File: config.mk
export PLATFORM = sky130hd
export DESIGN_NAME = alsu_cmd_sequencer_flat
export DESIGN_NICKNAME = d
export VERILOG_FILES = /design/src/rtl/alsu_cmd_sequencer_pkg.sv /design/src/rtl/alsu_cmd_sequencer_if.sv /design/src/rtl/alsu_cmd_sequencer_sync_fifo.sv /design/src/rtl/alsu_cmd_sequencer.sv /design/src/flat_wrapper.sv
export SDC_FILE = /design/constraint.sdc
export NUM_CORES = 1
export LEC_CHECK = 0
export BUFFER_PORTS_ARGS = -buffer_cell sky130_fd_sc_hd__buf_2
export CAP_MARGIN = 20
export CORE_MARGIN = 4
export CORE_UTILIZATION = 55
export DETAILED_ROUTE_END_ITERATION = 16
export GPL_ROUTABILITY_DRIVEN = 0
export GPL_TIMING_DRIVEN = 0
export PLACE_DENSITY = 0.78
export SETUP_SLACK_MARGIN = 0.05
export SYNTH_ARGS = -nofsm -noshare
export SYNTH_HDL_FRONTEND = slang
export SYNTH_HIERARCHICAL = 1
export SYNTH_SLANG_ARGS = --single-unit
File: constraint.sdc
create_clock -name clk -period 2.6 [get_ports clk]
set_input_delay 0.26 -clock clk [delete_from_list [all_inputs] [get_ports clk]]
set_output_delay 0.26 -clock clk [all_outputs]
set_load 0.005 [all_outputs]
File: src/rtl/alsu_cmd_sequencer_pkg.sv
// rtl/alsu_cmd_sequencer_pkg.sv - ALSU opcodes, control-pin layout and command record
package alsu_cmd_sequencer_pkg;

  localparam logic [2:0] OP_AND    = 3'd0;
  localparam logic [2:0] OP_XOR    = 3'd1;
  localparam logic [2:0] OP_ADD    = 3'd2;
  localparam logic [2:0] OP_MULT   = 3'd3;
  localparam logic [2:0] OP_SHIFT  = 3'd4;
  localparam logic [2:0] OP_ROTATE = 3'd5;

  localparam int CTRL_W        = 7;
  localparam int CTRL_CIN      = 6;
  localparam int CTRL_SERIAL   = 5;
  localparam int CTRL_DIR      = 4;
  localparam int CTRL_RED_A    = 3;
  localparam int CTRL_RED_B    = 2;
  localparam int CTRL_BYPASS_A = 1;
  localparam int CTRL_BYPASS_B = 0;

  localparam int CMD_W = 3 + 3 + 3 + CTRL_W;

  typedef struct packed {
    logic [2:0]        a;
    logic [2:0]        b;
    logic [2:0]        opcode;
    logic [CTRL_W-1:0] ctrl;
  } alsu_cmd_t;

  typedef enum logic [1:0] {
    ST_IDLE = 2'd0,
    ST_WAIT = 2'd1,
    ST_HOLD = 2'd2
  } seq_state_t;

endpackage

File: src/rtl/alsu_cmd_sequencer_if.sv
// rtl/alsu_cmd_sequencer_if.sv - command, ALSU drive and result signals of the sequencer
interface alsu_cmd_sequencer_if
  import alsu_cmd_sequencer_pkg::*;
#(
  parameter int TAG_W = 4
);
  logic              cmd_valid;
  logic              cmd_ready;
  logic [2:0]        cmd_a;
  logic [2:0]        cmd_b;
  logic [2:0]        cmd_opcode;
  logic [CTRL_W-1:0] cmd_ctrl;
  logic [TAG_W-1:0]  cmd_tag;

  logic [2:0]        alsu_A;
  logic [2:0]        alsu_B;
  logic [2:0]        alsu_opcode;
  logic [CTRL_W-1:0] alsu_ctrl;
  logic [5:0]        alsu_out;
  logic [15:0]       alsu_leds;

  logic              res_valid;
  logic              res_ready;
  logic [5:0]        res_data;
  logic [TAG_W-1:0]  res_tag;
  logic              res_err;

  modport slave (
    input  cmd_valid, cmd_a, cmd_b, cmd_opcode, cmd_ctrl, cmd_tag,
    input  alsu_out, alsu_leds, res_ready,
    output cmd_ready, alsu_A, alsu_B, alsu_opcode, alsu_ctrl,
    output res_valid, res_data, res_tag, res_err
  );

  modport master (
    output cmd_valid, cmd_a, cmd_b, cmd_opcode, cmd_ctrl, cmd_tag,
    output alsu_out, alsu_leds, res_ready,
    input  cmd_ready, alsu_A, alsu_B, alsu_opcode, alsu_ctrl,
    input  res_valid, res_data, res_tag, res_err
  );
endinterface

File: src/rtl/alsu_cmd_sequencer_sync_fifo.sv
// rtl/alsu_cmd_sequencer_sync_fifo.sv - show-ahead synchronous FIFO with wrap-bit pointers
module sync_fifo #(
  parameter int WIDTH = 8,
  parameter int DEPTH = 4
) (
  input  logic             clk,
  input  logic             rst,
  input  logic             push,
  input  logic [WIDTH-1:0] wdata,
  input  logic             pop,
  output logic [WIDTH-1:0] rdata,
  output logic             full,
  output logic             empty
);
  localparam int AW = $clog2(DEPTH);
  localparam logic [AW:0] PTR_ONE = 1;

  logic [WIDTH-1:0] mem [DEPTH];
  logic [AW:0]      wr_ptr;
  logic [AW:0]      rd_ptr;
  logic             do_push;
  logic             do_pop;

  assign empty   = (wr_ptr == rd_ptr);
  assign full    = (wr_ptr[AW] != rd_ptr[AW]) && (wr_ptr[AW-1:0] == rd_ptr[AW-1:0]);
  assign do_push = push && !full;
  assign do_pop  = pop && !empty;
  assign rdata   = mem[rd_ptr[AW-1:0]];

  always_ff @(posedge clk) begin
    if (do_push) begin
      mem[wr_ptr[AW-1:0]] <= wdata;
    end
  end

  always_ff @(posedge clk or posedge rst) begin
    if (rst) begin
      wr_ptr <= '0;
      rd_ptr <= '0;
    end else begin
      if (do_push) wr_ptr <= wr_ptr + PTR_ONE;
      if (do_pop)  rd_ptr <= rd_ptr + PTR_ONE;
    end
  end
endmodule

File: src/rtl/alsu_cmd_sequencer.sv
// rtl/alsu_cmd_sequencer.sv - queues tagged ALSU commands, issues one at a time, returns results
module alsu_cmd_sequencer
  import alsu_cmd_sequencer_pkg::*;
#(
  parameter int DEPTH    = 4,
  parameter int ALSU_LAT = 2,
  parameter int TAG_W    = 4
) (
  input  logic                 clk,
  input  logic                 rst,
  alsu_cmd_sequencer_if.slave  bus
);
  localparam int CNT_W  = $clog2(ALSU_LAT + 1);
  localparam int FIFO_W = CMD_W + TAG_W;

  seq_state_t        state;
  logic [CNT_W-1:0]  cnt;
  logic [FIFO_W-1:0] fifo_wdata;
  logic [FIFO_W-1:0] fifo_rdata;
  logic              fifo_full;
  logic              fifo_empty;
  logic              push;
  logic              pop;
  alsu_cmd_t         head;
  logic [TAG_W-1:0]  head_tag;
  alsu_cmd_t         drive_q;
  logic [TAG_W-1:0]  flight_tag;
  logic              res_valid_q;
  logic [5:0]        res_data_q;
  logic [TAG_W-1:0]  res_tag_q;
  logic              res_err_q;

  assign fifo_wdata = {bus.cmd_tag, bus.cmd_a, bus.cmd_b, bus.cmd_opcode, bus.cmd_ctrl};
  assign {head_tag, head} = fifo_rdata;
  assign push = bus.cmd_valid && !fifo_full;
  // A new command is issued from IDLE, or on the same edge a held result is consumed.
  assign pop  = !fifo_empty &&
                ((state == ST_IDLE) || (state == ST_HOLD && res_valid_q && bus.res_ready));

  sync_fifo #(
    .WIDTH (FIFO_W),
    .DEPTH (DEPTH)
  ) u_fifo (
    .clk   (clk),
    .rst   (rst),
    .push  (push),
    .wdata (fifo_wdata),
    .pop   (pop),
    .rdata (fifo_rdata),
    .full  (fifo_full),
    .empty (fifo_empty)
  );

  always_ff @(posedge clk or posedge rst) begin
    if (rst) begin
      state       <= ST_IDLE;
      cnt         <= '0;
      drive_q     <= '0;
      flight_tag  <= '0;
      res_valid_q <= 1'b0;
      res_data_q  <= '0;
      res_tag_q   <= '0;
      res_err_q   <= 1'b0;
    end else begin
      if (pop) begin
        drive_q    <= head;
        flight_tag <= head_tag;
        cnt        <= CNT_W'(ALSU_LAT);
      end
      case (state)
        ST_IDLE: begin
          if (pop) state <= ST_WAIT;
        end
        ST_WAIT: begin
          if (cnt != '0) begin
            cnt <= cnt - CNT_W'(1);
          end else begin
            res_data_q  <= bus.alsu_out;
            res_tag_q   <= flight_tag;
            res_err_q   <= |bus.alsu_leds;
            res_valid_q <= 1'b1;
            state       <= ST_HOLD;
          end
        end
        ST_HOLD: begin
          if (res_valid_q && bus.res_ready) begin
            res_valid_q <= 1'b0;
            state       <= pop ? ST_WAIT : ST_IDLE;
          end
        end
        default: state <= ST_IDLE;
      endcase
    end
  end

  assign bus.cmd_ready   = !fifo_full;
  assign bus.alsu_A      = drive_q.a;
  assign bus.alsu_B      = drive_q.b;
  assign bus.alsu_opcode = drive_q.opcode;
  assign bus.alsu_ctrl   = drive_q.ctrl;
  assign bus.res_valid   = res_valid_q;
  assign bus.res_data    = res_data_q;
  assign bus.res_tag     = res_tag_q;
  assign bus.res_err     = res_err_q;
endmodule

File: src/flat_wrapper.sv
// flat-port wrapper written by rule: the top's interface ports become plain ports
module alsu_cmd_sequencer_flat import alsu_cmd_sequencer_pkg::*;
#(
  parameter int DEPTH    = 4,
  parameter int ALSU_LAT = 2,
  parameter int TAG_W    = 4
)
  (clk, rst, bus_cmd_valid, bus_cmd_a, bus_cmd_b, bus_cmd_opcode, bus_cmd_ctrl, bus_cmd_tag, bus_alsu_out, bus_alsu_leds, bus_res_ready, bus_cmd_ready, bus_alsu_A, bus_alsu_B, bus_alsu_opcode, bus_alsu_ctrl, bus_res_valid, bus_res_data, bus_res_tag, bus_res_err);
  alsu_cmd_sequencer_if #(.TAG_W(TAG_W)) bus_i ();
  input  logic clk;
  input  logic rst;
  input wire logic [$bits(bus_i.cmd_valid)-1:0] bus_cmd_valid;
  input wire logic [$bits(bus_i.cmd_a)-1:0] bus_cmd_a;
  input wire logic [$bits(bus_i.cmd_b)-1:0] bus_cmd_b;
  input wire logic [$bits(bus_i.cmd_opcode)-1:0] bus_cmd_opcode;
  input wire logic [$bits(bus_i.cmd_ctrl)-1:0] bus_cmd_ctrl;
  input wire logic [$bits(bus_i.cmd_tag)-1:0] bus_cmd_tag;
  input wire logic [$bits(bus_i.alsu_out)-1:0] bus_alsu_out;
  input wire logic [$bits(bus_i.alsu_leds)-1:0] bus_alsu_leds;
  input wire logic [$bits(bus_i.res_ready)-1:0] bus_res_ready;
  output wire logic [$bits(bus_i.cmd_ready)-1:0] bus_cmd_ready;
  output wire logic [$bits(bus_i.alsu_A)-1:0] bus_alsu_A;
  output wire logic [$bits(bus_i.alsu_B)-1:0] bus_alsu_B;
  output wire logic [$bits(bus_i.alsu_opcode)-1:0] bus_alsu_opcode;
  output wire logic [$bits(bus_i.alsu_ctrl)-1:0] bus_alsu_ctrl;
  output wire logic [$bits(bus_i.res_valid)-1:0] bus_res_valid;
  output wire logic [$bits(bus_i.res_data)-1:0] bus_res_data;
  output wire logic [$bits(bus_i.res_tag)-1:0] bus_res_tag;
  output wire logic [$bits(bus_i.res_err)-1:0] bus_res_err;
  assign bus_i.cmd_valid = bus_cmd_valid;
  assign bus_i.cmd_a = bus_cmd_a;
  assign bus_i.cmd_b = bus_cmd_b;
  assign bus_i.cmd_opcode = bus_cmd_opcode;
  assign bus_i.cmd_ctrl = bus_cmd_ctrl;
  assign bus_i.cmd_tag = bus_cmd_tag;
  assign bus_i.alsu_out = bus_alsu_out;
  assign bus_i.alsu_leds = bus_alsu_leds;
  assign bus_i.res_ready = bus_res_ready;
  assign bus_cmd_ready = bus_i.cmd_ready;
  assign bus_alsu_A = bus_i.alsu_A;
  assign bus_alsu_B = bus_i.alsu_B;
  assign bus_alsu_opcode = bus_i.alsu_opcode;
  assign bus_alsu_ctrl = bus_i.alsu_ctrl;
  assign bus_res_valid = bus_i.res_valid;
  assign bus_res_data = bus_i.res_data;
  assign bus_res_tag = bus_i.res_tag;
  assign bus_res_err = bus_i.res_err;
  alsu_cmd_sequencer #(.DEPTH(DEPTH), .ALSU_LAT(ALSU_LAT), .TAG_W(TAG_W)) u_core (.clk(clk), .rst(rst), .bus(bus_i));
endmodule
### Word-level counts from Yosys, hierarchy flattened

Memory sizes are Yosys's and may differ from the RTL's. A register that Yosys moved wholly into a read port is not among the register bits.
Cells that the tools add are included.

* flip-flop bits (word level): 22
* latch bits: 0
* RAM bits: 80
* memory bits (read-only): 0
* input bits: 46
* output and inout port bits: 29
* memories: 1

* add/subtract/negate cells: 3
* $mul: 0
* divide/modulo/power cells: 0
* order comparisons: 0
* equal/unequal tests: 8
* shift-type cells: 0
* muxes and demuxes: 13
* bitwise operators: 1
* reductions and logical operators: 18

Memories
* u_core.u_fifo.mem: words 4, width 20, rd ports 1, clocked after memory_dff 1, wr ports 1, RTL line alsu_cmd_sequencer_sync_fifo.sv:18 `logic [WIDTH-1:0] mem [DEPTH];`

Operators by type and width (number)
* $reduce_or A16 Y1: 1
* $mux W2: 6
* $logic_and A1 B1 Y1: 8
* $add A3 B1 Y3 const B: 2
* $pmux W2 S3: 1
* $reduce_and A3 Y1: 2
* $mux W1: 5
* $ne A2 B2 Y1 const B: 2
* $reduce_bool A2 Y1: 2
* $eq A3 B3 Y1: 1
* $eq A2 B1 Y1 const B: 1
* $eq A2 B2 Y1: 1
* $eq A2 B2 Y1 const B: 1
* $logic_not A1 Y1: 2
* $logic_not A2 Y1: 1
* $ne A2 B1 Y1 const B: 1
* $pmux W1 S2: 1
* $reduce_and A2 Y1: 1
* $sub A2 B1 Y2 const B: 1
* $logic_or A1 B1 Y1: 1
* $ne A1 B1 Y1: 1
* $not A1 Y1: 1

### Depth between registers and ports, before layout

Gate-level depths: netlist of run 1.

* word-level depth: 8
* mapped depth: 8

### Hierarchy

Netlist of run 1, hierarchy kept.

By module, submodules not included
* sync_fifo: instances 1, cells an instance 155, area each 3402.0 µm², seq. area each 2552.4 µm²
* alsu_cmd_sequencer: instances 1, cells an instance 93, area each 1441.4 µm², seq. area each 900.9 µm²

### Worst setup path after synthesis of run 1

No wires, ideal clock.

* path kind: register to register
* start point: register u_core.u_fifo.rd_ptr[1]
* end point: memory u_core/u_fifo/mem[3][0] (netlist bit), enable pin
* setup time: 0.388 ns
* arrival: 1.936 ns
* required time: 2.212 ns
* setup slack: 0.276 ns
* cell stages (with the launch flop): 8
* clock period less this slack: 2.324 ns
* path through: dfrtp_1 -> buf_2 -> xnor2_1 -> nand3_2 -> inv_1 -> nor2b_1 -> nand2_1 -> a31oi_2

* cells in the longest elaborated chain, start to end: 7

Ends and longest elaborated chain
* start, declared: RTL line alsu_cmd_sequencer_sync_fifo.sv:20 `logic [AW:0] rd_ptr;`
* start signal, assigned: RTL line alsu_cmd_sequencer_sync_fifo.sv:42 `if (do_pop) rd_ptr <= rd_ptr + PTR_ONE;`
* $eq A2 B2 Y1: RTL line alsu_cmd_sequencer_sync_fifo.sv:25 `assign full = (wr_ptr[AW] != rd_ptr[AW]) && (wr_ptr[AW-1:0] == rd_ptr[AW-1:0]);`
* $logic_and A1 B1 Y1: RTL line alsu_cmd_sequencer_sync_fifo.sv:25
* named net u_core.fifo_full: RTL line alsu_cmd_sequencer.sv:20 `logic fifo_full;`
* $logic_not A1 Y1: RTL line alsu_cmd_sequencer.sv:35 `assign push = bus.cmd_valid && !fifo_full;`
* $logic_and A1 B1 Y1: RTL line alsu_cmd_sequencer.sv:35
* named net u_core.push: RTL line alsu_cmd_sequencer.sv:22 `logic push;`
* $logic_and A1 B1 Y1: RTL line alsu_cmd_sequencer_sync_fifo.sv:26 `assign do_push = push && !full;`
* $mux W1: RTL line alsu_cmd_sequencer_sync_fifo.sv:31 `if (do_push) begin`
* $mux W1 (not written as such): RTL line alsu_cmd_sequencer_sync_fifo.sv:32 `mem[wr_ptr[AW-1:0]] <= wdata;`
* end, declared: RTL line alsu_cmd_sequencer_sync_fifo.sv:18

The timed path passes the listed nets, and every way through them passes these cells.

### Worst setup path after layout of run 1

* start point: register u_core.u_fifo.rd_ptr[2]
* end point: register, netlist name u_core/bus.alsu_ctrl[0]

* cells in the longest elaborated chain, start to end: 3

Ends and longest elaborated chain
* $eq A3 B3 Y1: RTL line alsu_cmd_sequencer_sync_fifo.sv:24 `assign empty = (wr_ptr == rd_ptr);`
* named net u_core.fifo_empty: RTL line alsu_cmd_sequencer.sv:21 `logic fifo_empty;`
* $logic_not A1 Y1: RTL line alsu_cmd_sequencer.sv:37 `assign pop = !fifo_empty &&`
* $logic_and A1 B1 Y1: RTL line alsu_cmd_sequencer.sv:37

The timed path passes the listed nets, and every way through them passes these cells.
A chain may end at the register's enable or synchronous reset.

==> metrics.csv, run 1 <==
metric,value,unit
run_status,completed,
ys_warn_count,6,
vias,2731,
multi_input_area,0.001321,mm^2
vias_per_cell,5.562,
finalHoldViolCount,0,
holdCritPathClass,in -> reg,
cts_max_level,4,
synth_edf_count,80,
final_cells,491,
syn_area_per_cell,19.53,um^2
die_y,101.8,um
grt_start_max_net_pins,37,
power.total,8117,uW
drcViolationCount,0,
period_share,93.65,%
fillers,493,
clk_pin_slew,60,ps
final_util,75.34,%
worstPathArrival,2810,ps
max_cap_violations,0,
synth_fp_nets,299,
vdd_ir_drop_max,0.6989,mV
cts_tree,built,
netlist.area_leader.share,49.60,%
seq_area_frac_synth,71.30,%
drive_gt1_share,48.70,%
clk_latency,500,ps
track_usage,20.10,%
drt-total-wl,9540,um
crit_start,u_core/u_fifo/rd_ptr[2],
diodes,0,
syn_area,0.004843,mm^2
tightest_slew,813.5,ps
path_max_fanout,10,
synthFlopType,edfxtp_1,
slew_viol_final,0,
dpl.cell_count,427,
synthCells,248,
fmaxAchievable,410.7,MHz
min-delay-start,bus_res_ready,
cp.required,2980,ps
reg2reg_from,u_core/u_fifo/rd_ptr[2],
hpwl,5462,um
grt-ovfl-total,0,
die_w,101.8,um
criticalPathCategory,reg -> reg,
first_pass_iters,4,
core-area,0.008382,mm^2
finalSetupViolations,0,
rsz0062_at_grt,false,
synthTopCellsByArea,"edfxtp_1, dfrtp_1, mux4_2",
synth_seq_cells,122,
wl_per_cell,19.43,um
area_growth,30.38,%
max_slew_margin,45.69,%
period_needed,2435,ps
grt_pass1_wl,15050,um
startpoint_type,register,
cp-end-kind,register,
antenna_found_initial,0,
yosys.area.top_type,edfxtp_1,
finClkSkew,9.647,ps
power_density,1285,mW/mm^2
drtAntennaViolNets,0,
ctsLongestPathBuffers,2,
cts.sinks,122,
nets,424,
tns,0,ps
synthTopCellsByCount,"edfxtp_1, dfrtp_1, mux2_2",
synthArstFlopShare,34.43,%
yosysMostFrequentCell,edfxtp_1,
cts-root-buf,clkbuf_8,
initial_core_util,57.78,%
grt_pass1_vias,2927,
num_rows,33,
die-area,0.01037,mm^2
p_leak,0.002454,uW
regArea,0.003453,mm^2
drt-initial-drc-count,129,
port_buffers,74,
numCtsBuffers,17,
ys_types,37,
top_level_ports,75,
[timing repair]
action                     in CTS  in global routing
gates resized for setup         5                  1
hold endpoints to repair      128                  0
gates cloned                    1                  0
buffers inserted                3                  1
setup endpoints to repair      81                 64
pin swaps                       0                  0
hold buffers                   27                  0
[metrics by stage]
step | area (um^2) | worst slack, ps | hold WS (ps)
finish | 6315 | 165.2 | 78.95
floorplan | 4843 | 275.8 | 50.96
CTS | 6287 | 94.33 | 49.18
global route | 6315 | 61.32 | 64.16
detailed placement | 5354 | -163.9 | 214.9
global placement | 5345 | -407.2 | 213.8
[logic make-up (layout without fill, tap and decap cells)]
kind of cell,Yosys count,count (layout),share of synthesized area (%)
DFF,122,122,71.30
muxes,51,51,16.51
and+or+nand+nor,25,25,3.229
AOI/OAI and AO/OA,19,20,3.255
buffers and inverters,17,154,2.325
xor gates and xnor gates,9,9,2.093
adders and majority gates,5,5,1.292
[area by class of cell]
class                      count  share of cell area (%)
clock inverter                14                   3.091
buffer                         9                   1.308
multi-input combinational    110                   20.92
inverter                       8                  0.4755
sequential                   122                   54.69
tap                          105                   2.080
timing repair buffer         105                   10.82
clock buffer                  18                   6.618
[registers in the layout, indices dropped and copies added, names as in the netlist]
register,count
u_core/u_fifo/wr_ptr,3
u_core/cnt,2
u_core/flight_tag,4
u_core/bus.res_tag,4
u_core/bus.res_data,6
u_core/u_fifo/mem,80
u_core/bus.res_err,1
u_core/bus.alsu_ctrl,7
u_core/state,2
u_core/bus.alsu_opcode,3
u_core/bus.res_valid,1
u_core/u_fifo/rd_ptr,3
u_core/bus.alsu_B,3
u_core/bus.alsu_A,3
[worst max-delay path, cell delays in order (launching register included)]
cell and delay, ps:
dfrtp_1 450, xor2_2 560, nor3_1 200, a211oi_4 510, buf_6 250, mux2_2 350
[layout by cell type, fill, tap and decap left out, drive strengths merged, types with 4 or more instances in the layout]
master	instances
o31ai	4
ha	5
xnor2	5
xor2	4
inv	10
bufinv	4
buf	87
clkinv	7
dfrtp	42
nor4	4
nand2b	5
mux4	20
edfxtp	80
clkbuf	18
dlygate4sd3	27
a21oi	4
mux2	31
[metal layers]
metal,part of all wire (%),GRT usage (%),vias up,wire length [um]
li1,-,-,1228,-
met4,1.1,6.963,0,109
met5,0,0,-,0
met2,53,34.66,107,5010
met3,7.8,5.939,12,747
met1,39,24.40,1384,3673
[final timing paths]
path                                      endpoint  slack, ps  depth (start not counted)
max                        u_core/bus.alsu_ctrl[0]        170                          5
max reg2reg                u_core/bus.alsu_ctrl[0]        170                          5
max in group asynchronous     u_core/flight_tag[2]       1600                          3
min                           u_core/bus.res_valid         80                          3
min in group asynchronous  u_core/u_fifo/wr_ptr[1]        250                          3
min reg2reg                 u_core/bus.res_data[4]        500                          1
[report_power, final]
| part | leakage (uW) | switching (uW) | internal, uW | total (uW) |
|---|---|---|---|---|
| Sequential | 0.00122 | 307 | 2750 | 3050 |
| Clock | 0.000299 | 833 | 1560 | 2390 |
| Combinational | 0.000933 | 1320 | 1350 | 2670 |
| Total | 0.00245 | 2460 | 5660 | 8120 |
Power figures use the tool's default switching activity.
==> run 2: changes to the inputs <==
Settings changed: CORE_MARGIN 4 to 2, SYNTH_HIERARCHICAL 1 to not set.
==> run 2 against run 1 <==
  * Wire length shrank 4.9%
  * Sequential share of layout area grew 1.5 points
  * Critical path depth fell by 2
  * Clock power up 12%
  * Area after synthesis decreased by 4.1%
  * First-iteration DRC count grew 3.1%
  * Critical endpoint is now u_core.u_fifo.mem[1][7]
  * Largest cell class unchanged
  * Largest power group unchanged
  * Highest routed layer unchanged
==> metrics.csv, run 2 <==
metric,value,unit
run_status,completed,
cts_tree,built,
vias,2597,
vdd_ir_drop_max,0.6196,mV
port_buffers,74,
final_cell_mix,"edfxtp_1, buf_2, dfrtp_1, mux2_2, dlygate4sd3_1",
core-area,0.008217,mm^2
syn_area,0.004644,mm^2
numCtsBuffers,17,
r2r_slack,370,ps
cp_cell_sequence,"xnor2_1, nand3b_1, and3_1",
netlist.area_leader.share,51.72,%
synthTopCellsByCount,"edfxtp_1, dfrtp_1, mux2_2",
min_path_cells,3,
period_needed,2228,ps
cp.required,2720,ps
finalHoldViolCount,0,
grt_pass1_wl,13280,um
clk_pin_slew,50,ps
rsz0062_at_grt,false,
syn_area_per_cell,20.55,um^2
die_w,95.90,um
drcViolationCount,0,
synthCells,226,
worstPathArrival,2340,ps
wl_per_cell,19.42,um
vias_per_cell,5.561,
finalSetupViolations,0,
synthFlopType,edfxtp_1,
period_share,85.71,%
fmaxAchievable,448.8,MHz
max_cap_violations,0,
timing.rr.end,u_core.u_fifo.mem[1][7],
reg2reg_from,u_core.u_fifo.rd_ptr[2],
grt-ovfl-total,0,
ctsLongestPathBuffers,2,
die-area,0.009196,mm^2
num_rows,33,
drt-total-wl,9070,um
track_usage,21.08,%
synthArstFlopShare,34.43,%
seq_area_frac_synth,74.35,%
max_slew_margin,27.50,%
criticalPathCategory,reg -> reg,
tightest_slew,1088,ps
grt_pass1_vias,2553,
area_growth,32.38,%
rr_worst_depth,3,
finClkSkew,12.94,ps
cts-root-buf,clkbuf_8,
slowest_delay,910,ps
die_y,95.90,um
nets,400,
yosysMostFrequentCell,edfxtp_1,
fin_ws,371.7,ps
hpwl,4710,um
largest_reg_flops,80,
ys_warn_count,0,
p_leak,0.002400,uW
synth_fp_nets,277,
min-delay-start,bus_cmd_valid,
initial_core_util,56.53,%
top_level_ports,75,
synthTopCellsByArea,"edfxtp_1, dfrtp_1, mux4_2",
cts.sinks,122,
synth_edf_count,80,
tns,0,ps
power_density,1297,mW/mm^2
path_max_fanout,20,
drtAntennaViolNets,0,
grt_start_max_net_pins,42,
pre_cts_ws,293.9,ps
cp_slowest_cell,and3_1,
drive_gt1_share,46.41,%
synth_seq_cells,122,
first_pass_iters,4,
diodes,0,
yosys.area.top_type,edfxtp_1,
antenna_found_initial,0,
ys_types,29,
cp-end-kind,register,
cts_max_level,4,
holdPathEnd,u_core.u_fifo.wr_ptr[0],
layout_commonest_cell,edfxtp_1,
holdCritPathClass,in -> reg,
drt-initial-drc-count,133,
startpoint_type,register,
slew_viol_final,0,
clk_latency,510,ps
-- run 2: changes by cell type after synthesis, sizes merged, moves of 2 or more --
cell	delta
buf	-4
inv	-4
o31ai	-4
a211oi	-3
a21oi	-3
a31oi	-2
clkbuf	+2
nand2b	-2
nand3	-2
xor2	-2
-- run 2: worst max path at each step --
stage,start,endpoint,cells after the start
finish,u_core.u_fifo.rd_ptr[2],u_core.u_fifo.mem[1][7],3
global route,u_core.u_fifo.rd_ptr[2],u_core.u_fifo.mem[0][6],3
CTS,u_core.u_fifo.rd_ptr[2],u_core.u_fifo.mem[3][1],3
detailed placement,u_core.u_fifo.rd_ptr[2],u_core.u_fifo.mem[3][4],3
global placement,u_core.u_fifo.rd_ptr[2],u_core.u_fifo.mem[3][4],3
floorplan,u_core.u_fifo.rd_ptr[2],u_core.u_fifo.mem[3][0],3
-- run 2: worst max-delay path: cells and delay by family, from the launching register on --
kind	cells	cell delay (ps)
flip-flops	1	400
XOR/XNOR	1	290
AND/OR/NAND/NOR	2	1150
-- run 2: cells by family after synthesis --
| logic type | share of synthesized area [%] |
|---|---|
| adder cells (fa/ha/maj) | 1.347 |
| AND/OR/NAND/NOR | 2.640 |
| multiplexers | 17.46 |
| XOR/XNOR | 1.320 |
| buffers and inverters | 1.293 |
| AO/OA/AOI/OAI | 1.590 |
| flip-flops | 74.35 |
-- run 2: per-layer routing --
metal | wire [um] | vias to the layer above | track usage [%]
li1 | - | 1142 | -
met4 | 156 | 0 | 8.571
met3 | 577 | 12 | 7.361
met5 | 0 | - | 0
met1 | 3565 | 1311 | 24.51
met2 | 4770 | 132 | 35.90
-- run 2: timing repair --
action / in CTS / in global routing
hold buffers: 27 / 0
buffers inserted: 0 / 0
resized for setup: 0 / 0
endpoints found under the setup margin: 0 / 0
hold endpoints to repair: 128 / 0
-- run 2: report_power, final --
| part | total, uW | switching (uW) | internal [uW] |
|---|---|---|---|
| Clock | 2680 | 835 | 1850 |
| Sequential | 3050 | 300 | 2750 |
| Combinational | 2240 | 1050 | 1190 |
| Total | 7970 | 2180 | 5790 |
-- run 2: cell type report --
class,instances,area [um^2]
flip-flops and latches,122,3453
fillers,458,2068
multi-input cells,93,1131
repair buffers,104,686.9
clock buffers,17,414.1
clock inverters,15,271.5
well taps,105,131.4
plain buffers,7,45.04
inverters,4,15.01
-- run 2: stage by stage --
step,hold slack (ps),instances,total power [uW],instance area (um^2),utilization [%]
finish,76.85,467,7973,6148,74.83
global route,77.93,467,8340,6148,74.83
CTS,56.26,465,8012,6122,74.51
detailed placement,118.9,406,5214,5166,62.88
global placement,466.8,405,5109,5146,62.63
floorplan,358.9,226,4532,4644,-
==> run 3: changes to the inputs <==
Clock period 2.6 ns to 2.4 ns, I/O delays scaled along.
==> run 3 against run 2 <==
  * Critical path depth up 1
  * Fmax up 6.0%
  * Clock skew fell by 1.5 ps
  * Total power rose by 8.3%
  * Sequential share of layout area barely moved
  * Core utilization about the same
  * Hold slack worse by 19 ps
  * Critical endpoint is now u_core.flight_tag[2]
  * Largest power group unchanged
  * Highest routed layer unchanged
==> metrics.csv, run 3 (synthesis results as in run 2) <==
metric,value,unit
grt_pass1_wl,13280,um
cts_tree,built,
drt-total-wl,9063,um
finalHoldViolCount,0,
vdd_ir_drop_max,0.6719,mV
crit_buf_inv,1,
tns,0,ps
criticalPathCategory,reg -> reg,
cp_cell_sequence,"xnor2_1, a311oi_4, buf_6, mux2_2",
run_status,completed,
grt_pass1_vias,2553,
final_cell_mix,"edfxtp_1, buf_2, dfrtp_1, mux2_2, dlygate4sd3_1",
fin_area,0.006151,mm^2
cts-root-buf,clkbuf_8,
holdCritPathClass,in -> reg,
hpwl,4710,um
ctsLongestPathBuffers,2,
num_rows,33,
cp.required,2780,ps
max_cap_violations,0,
top_level_ports,75,
period_needed,2102,ps
cts.sinks,122,
clk_pin_slew,50,ps
fmaxAchievable,475.7,MHz
die_w,95.90,um
drt-initial-drc-count,134,
grtUsageMet1,24.51,%
worstPathArrival,2480,ps
largest_reg_flops,80,
drive_gt1_share,46.96,%
startpoint_type,register,
postCtsSetupBuffers,0,
track_usage,21.08,%
period_share,87.60,%
cp-end-kind,register,
finClkSkew,11.42,ps
p_leak,0.002399,uW
vias,2597,
core-area,0.008217,mm^2
area_growth,32.44,%
diodes,0,
slew_viol_final,0,
grt_start_max_net_pins,42,
busiest_layer,met2,
finalSetupViolations,0,
drtAntennaViolNets,0,
vias_per_cell,5.561,
first_pass_iters,6,
use_met2,35.90,%
power_density,1404,mW/mm^2
max_slew_margin,52.92,%
numCtsBuffers,17,
path_delay_family,compound AO/OA/AOI/OAI gates,
die_y,95.90,um
clk_latency,510,ps
slowest_delay,690,ps
layout_commonest_cell,edfxtp_1,
drcViolationCount,0,
path_max_fanout,10,
rsz0062_at_grt,false,
port_buffers,74,
dpl_cell_area,0.005166,mm^2
antenna_found_initial,0,
die-area,0.009196,mm^2
tightest_slew,706.1,ps
wl_per_cell,19.41,um
nets,400,
initial_core_util,56.53,%
cts_max_level,4,
grt_util_met3,7.361,%
cp_slowest_cell,a311oi_4,
grt-ovfl-total,0,
==> run 3: worst paths after layout <==
| kind | depth (start not counted) | from | to | slack [ps] |
|---|---|---|---|---|
| setup / recovery | 4 | u_core.u_fifo.wr_ptr[0] | u_core.flight_tag[2] | 300 |
| max in group asynchronous | 4 | rst | u_core.flight_tag[2] | 1850 |
| min in group asynchronous | 3 | rst | u_core.bus.alsu_ctrl[0] | 130 |
| hold reg to reg | 1 | u_core.bus.alsu_opcode[2] | u_core.bus.alsu_opcode[2] | 490 |
| hold / removal | 3 | bus_cmd_valid | u_core.u_fifo.wr_ptr[0] | 60 |
| setup reg to reg | 4 | u_core.u_fifo.wr_ptr[0] | u_core.flight_tag[2] | 300 |
==> run 3: tightest hold or removal path: stages <==
cell and delay (ps):
buf_2 120, nand2_1 100, xnor2_1 70
==> run 3: final cells by class <==
class	count	area, um^2
inverters	4	15.01
multi-input cells	93	1134
well taps	105	131.4
flip-flops and latches	122	3453
plain buffers	7	45.04
clock buffers	17	414.1
fillers	456	2066
repair buffers	104	686.9
clock inverters	15	271.5
==> run 3: where the power goes <==
| part | leakage (uW) | internal (uW) | switching [uW] |
|---|---|---|---|
| Clock | 0.000322 | 2000 | 907 |
| Sequential | 0.00122 | 2970 | 325 |
| Combinational | 0.000855 | 1300 | 1140 |
==> run 3: what timing repair did <==
action,CTS,global route
gates resized for setup,0,2
hold buffers,27,0
hold endpoints to repair,128,0
setup endpoints to repair,0,40
==> run 3: stage by stage <==
stage / power, uW / setup WS (ps) / util, % / cells / hold slack (ps)
floorplan: 4909 / 522.1 / - / 226 / 338.9
global placement: 5535 / 115.6 / 62.63 / 405 / 451.3
detailed placement: 5648 / 93.94 / 62.88 / 406 / 98.90
CTS: 8680 / 74.52 / 74.51 / 465 / 36.26
global route: 9034 / 219.5 / 74.86 / 467 / 57.84
finish: 8637 / 297.7 / 74.86 / 467 / 57.61
==> run 3: per-layer routing <==
metal / share of wire, % / vias to the layer above
li1: - / 1142
met1: 40 / 1313
met2: 52 / 128
met3: 6.3 / 14
met4: 2.1 / 0
met5: 0 / -
